`config.mk`:
```
export PLATFORM = sky130hd
export DESIGN_NAME = row_window_sched
export DESIGN_NICKNAME = d
export VERILOG_FILES = /design/src/rtl/sched_pkg.sv /design/src/rtl/slot_rotator.sv /design/src/rtl/row_window_sched.sv
export SDC_FILE = /design/constraint.sdc
export NUM_CORES = 1
export LEC_CHECK = 0
export BUFFER_PORTS_ARGS = -buffer_cell sky130_fd_sc_hd__buf_4
export CELL_PAD_IN_SITES_DETAIL_PLACEMENT = 1
export CELL_PAD_IN_SITES_GLOBAL_PLACEMENT = 1
export CORE_MARGIN = 3
export CORE_UTILIZATION = 42
export DETAILED_ROUTE_END_ITERATION = 10
export GPL_ROUTABILITY_DRIVEN = 0
export PLACE_DENSITY_LB_ADDON = 0.1
export SLEW_MARGIN = 10
export SYNTH_ARGS = -nofsm -noshare
export SYNTH_HDL_FRONTEND = slang
export SYNTH_SLANG_ARGS = --single-unit
```
`constraint.sdc`:
```
create_clock -name clk -period 3.52 [get_ports clk]
set_input_delay 0.704 -clock clk [delete_from_list [all_inputs] [get_ports clk]]
set_output_delay 0.704 -clock clk [all_outputs]
set_load 0.01 [all_outputs]
```
`src/rtl/sched_pkg.sv`:
```
// Shared definitions for the row-window scheduler: frame geometry defaults,
// padded-row count, FSM state encoding and the slot one-hot helper.
package sched_pkg;

  localparam int unsigned IMG_W_DEF = 416;
  localparam int unsigned IMG_H_DEF = 416;
  localparam int unsigned PAD_ROWS  = 418;
  // Rows fetched beyond the output row count (top and bottom padding).
  localparam int unsigned PAD_EXTRA = PAD_ROWS - IMG_H_DEF;
  localparam int unsigned IDX_W     = 9;
  localparam int unsigned SEL_W     = 2;
  localparam int unsigned NSLOT     = 3;

  typedef enum logic [2:0] {
    ST_IDLE  = 3'd0,
    ST_FILL  = 3'd1,
    ST_SWEEP = 3'd2,
    ST_FETCH = 3'd3,
    ST_DONE  = 3'd4
  } state_t;

  // One-hot write strobe for a physical slot number.
  function automatic logic [NSLOT-1:0] slot_onehot(input logic [SEL_W-1:0] s);
    logic [NSLOT-1:0] oh;
    oh = '0;
    case (s)
      2'd0:    oh = 3'b001;
      2'd1:    oh = 3'b010;
      2'd2:    oh = 3'b100;
      default: oh = '0;
    endcase
    return oh;
  endfunction

endpackage

```
`src/rtl/slot_rotator.sv`:
```
// Tracks which physical row slot holds window rows top/mid/bot.
// Ports: clk, reset (async active-low), init (restore 0/1/2 at frame start),
//        rotate (fetch transfer: oldest slot becomes the new bottom row),
//        sel_top/sel_mid/sel_bot (registered slot selects).
module slot_rotator
  import sched_pkg::*;
(
  input  logic             clk,
  input  logic             reset,
  input  logic             init,
  input  logic             rotate,
  output logic [SEL_W-1:0] sel_top,
  output logic [SEL_W-1:0] sel_mid,
  output logic [SEL_W-1:0] sel_bot
);

  // The slot just overwritten (old top) now carries the newest row.
  always_ff @(posedge clk or negedge reset) begin
    if (!reset) begin
      sel_top <= 2'd0;
      sel_mid <= 2'd1;
      sel_bot <= 2'd2;
    end else if (init) begin
      sel_top <= 2'd0;
      sel_mid <= 2'd1;
      sel_bot <= 2'd2;
    end else if (rotate) begin
      sel_top <= sel_mid;
      sel_mid <= sel_bot;
      sel_bot <= sel_top;
    end
  end

endmodule

```
`src/rtl/row_window_sched.sv`:
```
// Row-window scheduler: fetches padded rows into a 3-slot ring and sweeps
// 3x3 window positions across each output row for the conv engine.
// Ports: clk, reset (async active-low), start; row source handshake
//        row_req/row_idx/row_ack; slot_wr_en one-hot slot load strobe;
//        sel_top/sel_mid/sel_bot slot selects; window handshake
//        win_valid/win_ready with col_idx/out_row; busy, done pulse.
// Optional: define ROW_WINDOW_STALL_CNT_EN to add stall_cnt[31:0], a
//        saturating count of stalled handshake cycles, cleared on start.
module row_window_sched
  import sched_pkg::*;
#(
  parameter int unsigned IMG_W = IMG_W_DEF,
  parameter int unsigned IMG_H = IMG_H_DEF
) (
  input  logic             clk,
  input  logic             reset,
  input  logic             start,
  output logic             row_req,
  output logic [IDX_W-1:0] row_idx,
  input  logic             row_ack,
  output logic [NSLOT-1:0] slot_wr_en,
  output logic [SEL_W-1:0] sel_top,
  output logic [SEL_W-1:0] sel_mid,
  output logic [SEL_W-1:0] sel_bot,
  output logic             win_valid,
  input  logic             win_ready,
  output logic [IDX_W-1:0] col_idx,
  output logic [IDX_W-1:0] out_row,
  output logic             busy,
  output logic             done
`ifdef ROW_WINDOW_STALL_CNT_EN
  ,
  output logic [31:0]      stall_cnt
`endif
);

  localparam logic [IDX_W-1:0] LAST_COL  = IDX_W'(IMG_W - 1);
  localparam logic [IDX_W-1:0] LAST_ROW  = IDX_W'(IMG_H - 1);
  localparam logic [SEL_W-1:0] LAST_FILL = SEL_W'(PAD_EXTRA);
  // Row fetched after finishing out_row r is padded row r+3.
  localparam logic [IDX_W-1:0] FETCH_OFS = IDX_W'(PAD_EXTRA + 1);

  state_t           state, state_next;
  logic [SEL_W-1:0] fill_q, fill_next;
  logic [IDX_W-1:0] col_q, col_next;
  logic [IDX_W-1:0] row_q, row_next;
  logic             init;
  logic             rotate;

  // State and counter registers.
  always_ff @(posedge clk or negedge reset) begin
    if (!reset) begin
      state  <= ST_IDLE;
      fill_q <= '0;
      col_q  <= '0;
      row_q  <= '0;
    end else begin
      state  <= state_next;
      fill_q <= fill_next;
      col_q  <= col_next;
      row_q  <= row_next;
    end
  end

  // Next-state and output decode.
  always_comb begin
    state_next = state;
    fill_next  = fill_q;
    col_next   = col_q;
    row_next   = row_q;
    row_req    = 1'b0;
    row_idx    = '0;
    slot_wr_en = '0;
    win_valid  = 1'b0;
    busy       = (state != ST_IDLE);
    done       = 1'b0;
    init       = 1'b0;
    rotate     = 1'b0;
    case (state)
      ST_IDLE: begin
        if (start) begin
          state_next = ST_FILL;
          fill_next  = '0;
          col_next   = '0;
          row_next   = '0;
          init       = 1'b1;
        end
      end
      ST_FILL: begin
        row_req = 1'b1;
        row_idx = IDX_W'(fill_q);
        if (row_ack) begin
          slot_wr_en = slot_onehot(fill_q);
          if (fill_q == LAST_FILL) begin
            fill_next  = '0;
            state_next = ST_SWEEP;
          end else begin
            fill_next = fill_q + 2'd1;
          end
        end
      end
      ST_SWEEP: begin
        win_valid = 1'b1;
        if (win_ready) begin
          if (col_q == LAST_COL) begin
            col_next   = '0;
            state_next = (row_q == LAST_ROW) ? ST_DONE : ST_FETCH;
          end else begin
            col_next = col_q + 9'd1;
          end
        end
      end
      ST_FETCH: begin
        row_req = 1'b1;
        row_idx = row_q + FETCH_OFS;
        if (row_ack) begin
          // Newest row overwrites the slot that held the old top row.
          slot_wr_en = slot_onehot(sel_top);
          rotate     = 1'b1;
          row_next   = row_q + 9'd1;
          state_next = ST_SWEEP;
        end
      end
      ST_DONE: begin
        done       = 1'b1;
        col_next   = '0;
        row_next   = '0;
        state_next = ST_IDLE;
      end
      default: state_next = ST_IDLE;
    endcase
  end

  assign col_idx = col_q;
  assign out_row = row_q;

  slot_rotator u_slot_rotator (
    .clk     (clk),
    .reset   (reset),
    .init    (init),
    .rotate  (rotate),
    .sel_top (sel_top),
    .sel_mid (sel_mid),
    .sel_bot (sel_bot)
  );

`ifdef ROW_WINDOW_STALL_CNT_EN
  logic stall;
  assign stall = (win_valid & ~win_ready) | (row_req & ~row_ack);

  // Saturating stall counter, restarted with each accepted frame.
  always_ff @(posedge clk or negedge reset) begin
    if (!reset) begin
      stall_cnt <= '0;
    end else if (init) begin
      stall_cnt <= '0;
    end else if (stall && (stall_cnt != '1)) begin
      stall_cnt <= stall_cnt + 32'd1;
    end
  end
`endif

endmodule

```
## After elaboration in Yosys (flattened, before gate mapping)

Cells that the tools add are included.

| word-level totals | value |
|---|---|
| register bits | 29 |
| bits of input ports | 5 |
| output and inout port bits | 40 |
| word-level logic and storage cells | 77 |

| operators by class | value |
|---|---|
| $add $sub $neg | 4 |
| equal/unequal tests | 16 |
| mux-type cells | 37 |
| reductions and logical operators | 13 |

Operators by type and width:

| kind | count |
|---|---|
| $pmux W9 S3 | 2 |
| $mux W9 | 4 |
| $mux W3 | 9 |
| $add A9 B1 Y9 const B | 2 |
| $eq A9 B9 Y1 const B | 2 |
| $mux W2 | 9 |
| $pmux W3 S3 | 2 |
| $pmux W9 S2 | 1 |
| $ne A2 B2 Y1 const B | 6 |
| $pmux W3 S4 | 1 |
| $add A9 B2 Y9 const B | 1 |
| $reduce_and A3 Y1 | 3 |
| $reduce_bool A3 Y1 | 3 |
| $mux W1 | 7 |
| $eq A3 B2 Y1 const B | 2 |
| $pmux W3 S2 | 1 |
| $reduce_and A6 Y1 | 1 |
| $eq A2 B1 Y1 const B | 2 |
| $eq A2 B2 Y1 const B | 2 |
| $logic_not A2 Y1 | 2 |
| $pmux W2 S2 | 1 |
| $reduce_bool A2 Y1 | 2 |
| $eq A3 B1 Y1 const B | 1 |
| $eq A3 B3 Y1 const B | 1 |
| 3 further kinds | 3 |

## Logic depth before layout (Yosys ltp)

| logic depth | value |
|---|---|
| depth in word-level cells | 5 |
| depth in mapped cells | 6 |
| depth with buffers taken out | 5 |

## By module

A second synthesis with hierarchy kept.

| second synthesis, totals | value |
|---|---|
| cells, all modules | 204 |
| area total of the unflattened synthesis | 1830.5 sq um |

By module, submodules not included:

| module | instances | cells an instance | area an instance (sq um) | seq. area each (sq um) |
|---|---|---|---|---|
| row_window_sched | 1 | 185 | 1581.5 | 575.6 |
| slot_rotator | 1 | 19 | 249.0 | 152.6 |

## Worst setup path after synthesis

Ideal clock, no wire load.

| path | value |
|---|---|
| kind | reg2out |
| from | register row_q[0], in the netlist out_row[0] |
| to | output port row_idx[4] |
| data arrival time | 1.527 ns |
| data required time | 2.816 ns |
| setup slack | 1.289 ns |
| stages on the path, launching flop included | 6 |
| buffers on the path | 1 |
| cells stage by stage | dfrtp_1 > clkbuf_1 > inv_1 > ha_1 > or3_1 > a21oi_1 |

| on the way | value |
|---|---|
| word-level cells in the longest chain between the ends | 2 |

RTL lines:

| item | line | source |
|---|---|---|
| start: declaration | row_window_sched.sv:46 | `logic [IDX_W-1:0] row_q, row_next;` |
| start signal: assignment | row_window_sched.sv:61 | `row_q <= row_next;` |
| $add A9 B2 Y9 | row_window_sched.sv:115 | `row_idx = row_q + FETCH_OFS;` |
| $pmux W9 S2 | row_window_sched.sv:79 | `case (state)` |
| end: declaration | row_window_sched.sv:19 | `output logic [IDX_W-1:0] row_idx,` |

No other way between the ends.

## Final worst setup path

| path | value |
|---|---|
| from | register state[0] |
| to | output port slot_wr_en[0] |

| on the way | value |
|---|---|
| word-level cells in the longest chain between the ends | 2 |
| elaborated cells between the ends (all ways) | 3 |
| those cells by class | 2 x eq/ne; 1 x mux |

RTL lines:

| item | line | source |
|---|---|---|
| start: declaration | row_window_sched.sv:43 | `state_t state, state_next;` |
| start signal: assignment | row_window_sched.sv:58 | `state <= state_next;` |
| $eq A3 B2 Y1 or $eq A3 B1 Y1 (tied branches) | row_window_sched.sv:79 |  |
| $pmux W3 S2 (*) | row_window_sched.sv:79 |  |
| end: declaration | row_window_sched.sv:21 | `output logic [NSLOT-1:0] slot_wr_en,` |

Mark *: on every way between the ends. The rest lies on a longest branch, timed or not.

==> impl_metrics.yaml <==
run_status:
  status: "completed"
critical_path:
  path_max_fanout: 19
  endpoint_kind: "output port"
  cp.required_ns: 2.82
  critPathLaunchType: "register"
  crit_type: "register to output port"
  cp.arrival_ns: 2.17
global_route:
  grt_pass1_vias: 1777
  grt_max_degree: 30
  grt_pass1_wl_um: 8780
  grt_usage_pct: 21.6
  grt_overflow: 0
  antenna_found_initial: 0
logic_synthesis:
  synth_edf_count: 0
  synth_area_sq_mm: 0.00181
  synth_cell_type_count: 48
  ys_warn_count: 0
  ys_seq_area_share_pct: 40.3
  ys_ff_latch: 29
  ys.flop_type: "dfrtp_1"
  async_reset_ff_share_pct: 100
  synth_cells: 206
  synth_nets: 214
  syn_avg_cell_area_sq_um: 8.76
route:
  wire_per_inst_um: 17.2
  post-route-drc-count: 0
  drtAntennaViolNets: 0
  drt-initial-drc-count: 73
  drt-total-wl_um: 5100
  viasPerCell: 5.81
  drt_pass1_iterations: 4
  vias: 1721
placed_design:
  port_buffers: 44
  place.detailed.hpwl_um: 3820
timing:
  max_freq_mhz: 348
  slew_violations: 0
  fin_crit_sh_pct: 81.7
  max_slew_margin_pct: 56.8
  setup_violations: 0
  tightest_slew_ns: 0.649
  rsz0062_at_grt: "no"
  finalWorstPathRequiredPeriod_ns: 2.88
  fin_tns_setup_ns: 0
  finClkSkew_ns: 0.00449
  hold_viol_final: 0
power:
  comb_power_share_pct: 32.7
  seqPwrFrac_pct: 43.5
  sw_frac_of_total_pct: 36.2
  power_density_mw_per_mm2: 560
  leakage_nw: 1.04
  ir_drop_uv: 360
  p_total_mw: 1.26
  intPower_uw: 802
  power_frac_clock_pct: 23.9
  switchingPower_uw: 455
final_layout:
  fill_cells: 506
  drive_above_1_share_pct: 24.4
  area_delta_synth_final_pct: 24.3
  final_common_cell: "buf_4"
  fin_nets: 253
  final_cell_mix: "44 x buf_4, 27 x dfrtp_1, 24 x nor2_1"
  diodes: 0
clocking:
  insertion_delay_ns: 0.27
  clk_pin_slew_worst_paths_ns: 0.06
  cts_setup_buffers: 0
  ctsResizeCount: 0
  numCtsBuffers: 5
  cts_root_buffer: "clkbuf_8"
  cts_tree: "done"
  clockBufferDepth: 2
  cts_hold_buf: 0
  clkSinkCount: 29
  htree_levels: 2
floorplan:
  initial_core_util_pct: 44.2
  dieArea_sq_mm: 0.00512
  core-area_sq_mm: 0.00409
  dieWidth_um: 71.6
  io_pins: 45
  rows: 23
  die_y_um: 71.6
min_path:
  hold_class: "input port to asynchronous set/reset pin"
job:
  drv_cap: 0
metal layers:
layer  vias up  GRT usage [%]  wire (um)
li1        832              -          -
met1       852           26.3       2250
met2        33           37.6       2610
met3         4           5.05        187
met4         0           7.31         48
met5         -              0          0
per-stage QoR:
step	hold WS, ns	util, %	instances	cell area, sq um	worst slack, ns
after floorplan	0.408	-	206	1810	1.29
after global placement	0.508	52.4	288	2140	1.11
after detailed placement	0.510	52.4	288	2140	0.984
after CTS	0.354	54.9	296	2240	0.653
after global routing	0.364	54.9	296	2240	0.477
final	0.351	54.9	296	2240	0.644
worst paths after layout:
kind                                                  startpoint                               endpoint  slack, ns  depth (start not counted)
setup / recovery                            state[0]$_DFFE_PN0P_                          slot_wr_en[0]       0.64                          5
hold / removal                                             reset                 col_idx[2]$_DFFE_PN0P_       0.35                          1
hold reg to reg            u_slot_rotator.sel_bot[1]$_DFFE_PN1P_  u_slot_rotator.sel_bot[1]$_DFFE_PN1P_       0.52                          2
min in group clk           u_slot_rotator.sel_bot[1]$_DFFE_PN1P_  u_slot_rotator.sel_bot[1]$_DFFE_PN1P_       0.52                          2
setup reg to reg                            state[1]$_DFFE_PN0P_                 col_idx[7]$_DFFE_PN0P_       1.30                          4
max in group asynchronous                                  reset  u_slot_rotator.sel_bot[1]$_DFFE_PN1P_       2.85                          1
final cells by class:
cell class,count,area [sq um],share of cell area (%)
Multi-Input combinational cell,158,995,44.3
Sequential cell,29,728,32.5
Timing Repair Buffer,44,330,14.7
Clock buffer,7,96.3,4.29
Tap cell,50,62.6,2.79
Inverter,7,26.3,1.17
Clock inverter,1,5.00,0.223
power by group through the flow:
| stage | registers (mW) | clock network [mW] | logic [mW] |
|---|---|---|---|
| 4_1_cts | 0.545 | 0.310 | 0.417 |
| 3_5_place_dp | 0.550 | 0 | 0.416 |
| 3_3_place_gp | 0.541 | 0 | 0.403 |
| 2_1_floorplan | 0.540 | 0 | 0.208 |
| 5_1_grt | 0.564 | 0.328 | 0.454 |
| 6_report | 0.546 | 0.300 | 0.410 |
registers in the layout, indices dropped and copies added, names as in the netlist:
register	cells
u_slot_rotator.sel_top	2
u_slot_rotator.sel_bot	2
col_idx	9
u_slot_rotator.sel_mid	2
out_row	9
state	3
fill_q	2
cell families (layout without fill, tap and decap cells):
kind of cell    Yosys count  in the layout  synth area share (%)
flops                    29             29                  40.3
fa+ha+maj                 3              3                  2.08
xor+xnor                 12             12                  5.82
compound gates           54             54                  21.1
simple gates             89             89                  26.1
buf+inv                  19             59                  4.57
cell usage after synthesis (all sizes together), types with 2 or more instances:
cell	number	area [sq um]
nand3b	2	15.0
nor2b	3	18.8
dfrtp	27	676
and4	2	17.5
o31ai	3	22.5
nor2	24	90.1
a21o	2	15.0
and2	2	12.5
a22o	5	43.8
or3	3	18.8
or4	2	15.0
and3	3	18.8
a211oi	4	30.0
nand2	17	63.8
clkbuf	10	37.5
nand2b	2	12.5
a21oi	9	45.0
o21ai	16	80.1
nor3	7	35.0
nand4b	2	17.5
xor2	3	26.3
buf	2	18.8
nand4	6	37.5
a31oi	2	12.5
nand3	8	40.0
dfstp	2	52.6
inv	7	26.3
ha	3	37.5
xnor2	9	78.8
o221ai	2	17.5
critical path, stage by stage, from the launching register on:
cell	delay [ns]
dfrtp_1	0.71
nor2b_1	0.40
nand2_1	0.15
or3_1	0.34
o2bb2ai_1	0.15
buf_4	0.14
No activity file was read; power rests on OpenSTA's default activity.
